[src/rtl/serial_route_ctrl.sv]
// Serial packet router for the 1-to-4 demux: decodes a 2-bit header, streams the
// payload with the selects held steady, checks trailing even parity, counts good packets.
module serial_route_ctrl #(
  parameter int PAYLOAD_LEN = 8,
  parameter int CNT_W       = 8
) (
  input  logic               clk,
  input  logic               rst_n,
  input  logic               start,
  input  logic               din,
  input  logic               clr_cnt,
  output logic               s1,
  output logic               s0,
  output logic               dout,
  output logic               dout_vld,
  output logic               busy,
  output logic               pkt_done,
  output logic               par_err,
  output logic [4*CNT_W-1:0] pkt_cnt
);

  // state | meaning
  // IDLE  | waiting for start, selects hold last header, dout parked at 0
  // HDR1  | sampling header MSB
  // HDR0  | sampling header LSB, selects load on this edge
  // PAY   | streaming payload bits to dout
  // PAR   | sampling the trailing parity bit
  typedef enum logic [2:0] {IDLE, HDR1, HDR0, PAY, PAR} state_t;

  localparam logic [7:0] LAST = 8'(PAYLOAD_LEN - 1);

  state_t           state_q, state_d;
  logic             h1_q;
  logic             par_q;
  logic [7:0]       pcnt_q;
  logic [CNT_W-1:0] cnt_q [4];
  logic [1:0]       sel;
  logic             good;

  assign sel     = {s1, s0};
  assign busy    = (state_q != IDLE);
  assign good    = (state_q == PAR) && !(par_q ^ din);
  assign pkt_cnt = {cnt_q[3], cnt_q[2], cnt_q[1], cnt_q[0]};

  always_comb begin
    state_d = state_q;
    case (state_q)
      IDLE:    if (start) state_d = HDR1;
      HDR1:    state_d = HDR0;
      HDR0:    state_d = PAY;
      PAY:     if (pcnt_q == LAST) state_d = PAR;
      PAR:     state_d = IDLE;
      default: state_d = IDLE;
    endcase
  end

  always_ff @(posedge clk or negedge rst_n) begin
    if (!rst_n) begin
      state_q  <= IDLE;
      h1_q     <= 1'b0;
      par_q    <= 1'b0;
      pcnt_q   <= 8'd0;
      s1       <= 1'b0;
      s0       <= 1'b0;
      dout     <= 1'b0;
      dout_vld <= 1'b0;
      pkt_done <= 1'b0;
      par_err  <= 1'b0;
    end else begin
      state_q  <= state_d;
      dout     <= 1'b0;
      dout_vld <= 1'b0;
      pkt_done <= 1'b0;
      par_err  <= 1'b0;
      case (state_q)
        HDR1: h1_q <= din;
        HDR0: begin
          s1     <= h1_q;
          s0     <= din;
          pcnt_q <= 8'd0;
          par_q  <= h1_q ^ din;
        end
        PAY: begin
          dout     <= din;
          dout_vld <= 1'b1;
          par_q    <= par_q ^ din;
          if (pcnt_q != LAST) pcnt_q <= pcnt_q + 8'd1;
        end
        PAR: begin
          pkt_done <= 1'b1;
          par_err  <= par_q ^ din;
        end
        default: ;
      endcase
    end
  end

  // clear beats a same-cycle increment; counters stick at all-ones
  always_ff @(posedge clk or negedge rst_n) begin
    if (!rst_n) begin
      for (int i = 0; i < 4; i++) cnt_q[i] <= '0;
    end else if (clr_cnt) begin
      for (int i = 0; i < 4; i++) cnt_q[i] <= '0;
    end else if (good && (cnt_q[sel] != '1)) begin
      cnt_q[sel] <= cnt_q[sel] + CNT_W'(1);
    end
  end

endmodule

[config.mk]
export PLATFORM = sky130hd
export DESIGN_NAME = serial_route_ctrl
export DESIGN_NICKNAME = d
export VERILOG_FILES = /design/src/rtl/serial_route_ctrl.sv
export SDC_FILE = /design/constraint.sdc
export NUM_CORES = 1
export LEC_CHECK = 0
export CAP_MARGIN = 20
export CORE_ASPECT_RATIO = 0.9
export CORE_MARGIN = 5
export CORE_UTILIZATION = 60
export DETAILED_ROUTE_END_ITERATION = 10
export DONT_BUFFER_PORTS = 1
export PLACE_DENSITY = 0.76
export RECOVER_POWER = 50
export SYNTH_ARGS = -nofsm -noshare
export SYNTH_HDL_FRONTEND = slang
export SYNTH_SLANG_ARGS = --single-unit
[constraint.sdc]
create_clock -name clk -period 4 [get_ports clk]
set_input_delay 0.8 -clock clk [delete_from_list [all_inputs] [get_ports clk]]
set_output_delay 0.8 -clock clk [all_outputs]
set_load 0.01 [all_outputs]
# --- Word level (Yosys, flattened, before mapping) ---
# Cells that the tools add are included.
op_classes:
  bitwise: 3
  n_lt_le_gt_ge: 2
  addsub: 2
  n_mux: 18
  n_reduce_logical: 10
  eq_ne: 10
op_table:
  columns: ["op", "n"]
  rows:
  - ["2-to-1 mux 32 bit", 2]
  - ["bitwise mux 32 bit", 1]
  - ["2-to-1 mux 8 bit", 4]
  - ["adder 8 x 1 -> 8 bit, second input constant", 2]
  - ["binary-select mux 8 bit (select 2 bit)", 1]
  - ["demux 8 bit (select 2 bit)", 1]
  - ["case mux 8 bit (2 select lines)", 1]
  - ["case mux 3 bit (4 select lines)", 1]
  - ["equality test 8 x 3 -> 1 bit, second input constant", 1]
  - ["inequality test 8 x 3 -> 1 bit, second input constant", 1]
  - ["inequality test 8 bit, second input constant", 1]
  - ["equality test 3 x 2 -> 1 bit, second input constant", 2]
  - ["2-to-1 mux 3 bit", 2]
  - ["inequality test 2 bit, second input constant", 3]
  - ["2-to-1 mux 1 bit", 4]
  - ["AND reduction 2 bit", 2]
  - ["nonzero test 2 bit", 2]
  - ["equality test 3 x 1 -> 1 bit, second input constant", 1]
  - ["equality test 3 bit, second input constant", 1]
  - ["greater-or-equal comparator 3 bit, second input constant", 1]
  - ["logical AND 1 bit", 3]
  - ["logical NOT 3 bit", 1]
  - ["less-than comparator 3 x 1 -> 1 bit, second input constant", 1]
  - ["NOT 2 -> 3 bit", 1]
  - ["4 further kinds", 5]
word_totals:
  regBits: 51
  out_inout_bits: 39
  input_bits: 5

# --- Longest topological paths before layout ---
logic_depth:
  ltp_word: 8
  mapped_depth: 9
  mapped_depth_nobuf: 7

# --- Least setup slack after synthesis ---
# No wires, ideal clock.
synth_path:
  path_type: "reg-to-reg"
  start: "register s0"
  end: "register cnt_q (netlist bit pkt_cnt[0])"
  setup_slack_ns: 1.475
  t_required_ns: 3.906
  arrival_time_ns: 2.431
  path_stages_with_launch: 9
  synth_period_minus_slack_ns: 2.525
  path_buffers: 1
  path_cell_list: "dfrtp_1 buf_6 mux4_2 ha_1 nand2_1 o22a_1 o311ai_2 nor2_1 a211oi_1"
synth_between:
  elab_chain_len: 8
  word_cells_on_any_way: 16
  classes_between: "1 x add/sub; 2 x order compare; 1 x eq/ne; 8 x mux; 1 x bitwise; 3 x reduce/logical"
synth_rtl:
  columns: ["element", "line", "source"]
  rows:
  - ["from (decl)", "13", "output logic s0,"]
  - ["from (signal assigned)", "79", "s0 <= din;"]
  - ["NOT 2 -> 3 bit (implied by the code) (*)", "104, 105", null]
  - ["binary-select mux 8 bit (select 2 bit) (tied with other cells)", "104, 105", null]
  - ["2-to-1 mux 8 bit (implied by the code) or logical AND 1 bit (tied branches)", "104, 105", null]
  - ["2-to-1 mux 8 bit, on equally long branches", "104, 105", null]
  - ["adder 8 x 1 -> 8 bit or demux 8 bit (select 2 bit) (tied branches)", "105", "cnt_q[sel] <= cnt_q[sel] + CNT_W'(1);"]
  - ["bitwise mux 32 bit", "105", null]
  - ["2-to-1 mux 32 bit", "104", "end else if (good && (cnt_q[sel] != '1)) begin"]
  - ["2-to-1 mux 32 bit", "102", "end else if (clr_cnt) begin"]
  - ["to (signal, indexed assignment)", "105", null]
  - ["to (decl)", "36", "logic [CNT_W-1:0] cnt_q [4];"]
# Every way passes the cells marked *; elsewhere a longest branch is shown, timed or not. The select of a mux whose other input is x is not followed.
# A chain may end at the register's enable or synchronous reset.

# --- Final worst setup path ---
layout_path:
  start: "register s1"
  end: "register cnt_q (netlist bit pkt_cnt[24])"
layout_between:
  elab_chain_len: 8
  word_cells_on_any_way: 16
  classes_between: "1 x add/sub; 2 x order compare; 1 x eq/ne; 8 x mux; 1 x bitwise; 3 x reduce/logical"
layout_rtl:
  columns: ["element", "line", "source"]
  rows:
  - ["from (decl)", "12", "output logic s1,"]
  - ["from (signal assigned)", "78", "s1 <= h1_q;"]
  - ["NOT 2 -> 3 bit (implied by the code) (*)", "104, 105", null]
  - ["binary-select mux 8 bit (select 2 bit) (tied with other cells)", "104, 105", null]
  - ["2-to-1 mux 8 bit (implied by the code) or logical AND 1 bit (tied branches)", "104, 105", null]
  - ["2-to-1 mux 8 bit, on equally long branches", "104, 105", null]
  - ["adder 8 x 1 -> 8 bit or demux 8 bit (select 2 bit) (tied branches)", "105", null]
  - ["bitwise mux 32 bit", "105", null]
  - ["2-to-1 mux 32 bit", "104", null]
  - ["2-to-1 mux 32 bit", "102", null]
# Marks and branches as above.

==> run_results.csv <==
group,metric,value,unit
cts,cts-root-buf,"clkbuf_8",
sta,maxSlewHeadroom,42.0,%
worst_hold_path,worstHoldPathType,"input port to asynchronous set/reset pin",
job,maxCapViolCount,0,
setup_path,crit_path_start_kind,"register",
routing,drc_errors,0,
finish,layout-drive-gt1-share,11.6,%
finish,n_antenna_cell,0,
sta,drv_slew,0,
routing,vias,1980,
sta,setup_tns,0,ns
finish,syn_to_final_growth,3.50,%
global_routing,grt-ovfl-total,0,
pwr,vdd_drop_max,0.000214,V
setup_path,crit_buf_inv,0,
pwr,finalPower,1290,uW
setup_path,critPathCaptureType,"register",
routing,antenna_left,0,
yosys,ys_seq_elements,51,
setup_path,reg2reg_from,"s1",
yosys,synthTopCellsByArea,"dfrtp_1, a21oi_1, nor3_1",
pwr,p_per_area,464,nW/um^2
die,num_rows,23,
cts,path_clk_slew,0.09,ns
sta,min_period_over_period,79.1,%
die,die_area,5920,um^2
yosys,seq_area_frac_synth,47.5,%
sta,max_freq,316,MHz
sta,period_needed,3.16,ns
sta,rsz0062_at_grt,"false",
setup_path,cp_max_fo,16,
global_routing,grt_use_total,22.7,%
setup_path,timing.rr.end,"pkt_cnt[24]",
yosys,yosysTopAreaCell,"dfrtp_1",
routing,drt_pass1_iterations,4,
routing,via_per_inst,6.35,
yosys,ys_warn_count,0,
cts,cts_buffers,5,
global_routing,antenna_found_initial,0,
cts,cts_tree,"yes",
place,hpwl,4120,um
setup_path,critPathTopFamily,"compound AO/OA/AOI/OAI gates",
place,gp_congestion,0.822,
yosys,syn_nets,260,
die,die_y,73.5,um
finish,fin_util,63.1,%
yosys,synthCells,253,
cts,cts.htree.levels,2,
die,die_w,80.5,um
yosys,synth_edf_count,0,
setup_path,crit_type,"register to register",
setup_path,cp_data_required_time,4.21,ns
pwr,p_leak,0.00109,uW
finish,final_area,2780,um^2
routing,routedWlPerCell,19.3,um
cts,post_cts_buffers,0,
routing,wl,6020,um
global_routing,grt_pass1_vias,1980,
die,core_area,4400,um^2
setup_path,cp.arrival,3.38,ns
setup_path,cp_cell_sequence,"mux4_2, ha_1, nand2b_1, o22ai_1, a311oi_4, a21oi_1, a211oi_1",
setup_path,crit_cells,7,
yosys,synthArstFlopShare,100,%
global_routing,grt_pass1_wl,10200,um
cts,ctsHoldBuffers,0,
cts,cts_sinks,51,
sta,hold_viol,0,
sta,max_slew.worst_pin.slew,0.870,ns
place,portBuffers,0,
yosys,synth_ff_type,"dfrtp_1",
setup_path,cpPeakStageDelay,0.84,ns
yosys,ys_types,40,
routing,drt_iter0_drc,97,
die,io_pins,44,
setup_path,endpoint,"pkt_cnt[24]",
yosys,yosys-top-cells-count,"dfrtp_1, a21oi_1, nor3_1",
yosys,synth_area_per_cell,10.6,um^2
yosys,synth_top_area_share,47.5,%
yosys,netlist_area,2690,um^2
setup_path,r2r_setup_slack,0.84,ns
cts,clk_latency,0.30,ns
run_status,status,"completed",
yosys,synth.most_common_cell,"dfrtp_1",
place,place_inst,304,
finish,stdcell_count,312,
cts,clock_path_buffers,2,
global_routing,grt_max_degree,52,
die,initial_core_util,61.0,%
setup_path,rr_worst_depth,7,
place,placed_cell_area,2700,um^2
sta,finClkSkew,0.00552,ns
setup_path,cp-startpoint,"s1",
cts,cts_resized,0,
sta,setup_viol,0,
finish,nets,256,
setup_path,critical-path-slowest-cell,"dfrtp_1",
==> worst min path at each step <==
stage                          from          end  slack, ns  depth (start not counted)
after global routing          rst_n  pkt_cnt[19]       0.16                          0
after global placement    pcnt_q[0]    pcnt_q[0]       0.49                          1
after CTS                     rst_n  pkt_cnt[26]       0.17                          0
after floorplan           pcnt_q[0]    pcnt_q[0]       0.46                          1
after detailed placement      rst_n    pcnt_q[0]       0.51                          0
final                         rst_n  pkt_cnt[11]       0.18                          0
==> cells by family (layout without fill, tap and decap cells) <==
family                   Yosys count  after routing  synth area share, %
XOR/XNOR                          12             12                 3.91
flip-flops                        51             51                 47.5
multiplexers                      13             13                 9.04
AO/OA/AOI/OAI                     74             74                 19.1
adder cells (fa/ha/maj)            2              2                0.932
buffers and inverters             19             16                 4.10
AND/OR/NAND/NOR                   82             82                 15.4
==> stage by stage <==
stage | setup slack (ns) | hold WS [ns]
floorplan | 1.47 | 0.464
global placement | 0.951 | 0.488
detailed placement | 0.893 | 0.506
CTS | 0.865 | 0.172
global route | 0.638 | 0.156
finish | 0.836 | 0.181
==> registers in the layout, summed over array words and instances, names as in the netlist <==
name and flops:
s1 1, dout 1, pkt_done 1, par_q 1, par_err 1, h1_q 1, s0 1, dout_vld 1
state_q 3, pcnt_q 8, pkt_cnt 32
==> per-layer routing <==
layer	share of wire (%)	vias to the layer above	routed length [um]	global-route usage [%]
met5	0	-	0	0
met1	41	976	2490	30.2
met2	50	68	3000	35.8
li1	-	931	-	-
met4	1.2	0	72	7.32
met3	7.6	5	459	6.86
==> power breakdown <==
part / internal (uW) / switching [uW]
combinational: 129 / 200
clock: 123 / 160
sequential: 570 / 106
==> worst reg2reg max path: stages (launching register included) <==
cell,delay [ns]
dfrtp_1,0.84
mux4_2,0.51
ha_1,0.28
nand2b_1,0.12
o22ai_1,0.15
a311oi_4,0.75
a21oi_1,0.18
a211oi_1,0.25
==> placed cells by master, fill, tap and decap left out, drive strengths merged, types with 3 or more instances in the layout <==
master / instances
dfrtp: 51
inv: 3
nand3: 10
mux2i: 4
xnor2: 9
mux4: 8
and2: 4
clkbuf: 7
xor2: 3
buf: 4
nand2: 16
nor3: 28
a21oi: 35
a211oi: 16
nor2: 13
o21ai: 14
==> cell type report <==
cell class              count  area [um^2]
well taps                  62         77.6
inverters                   4         15.0
clock inverters             1         5.00
fillers                   374         1620
flip-flops and latches     51         1280
clock buffers               7         76.3
repair buffers              4         30.0
multi-input cells         183         1300
No activity file was read; power rests on OpenSTA's default activity.
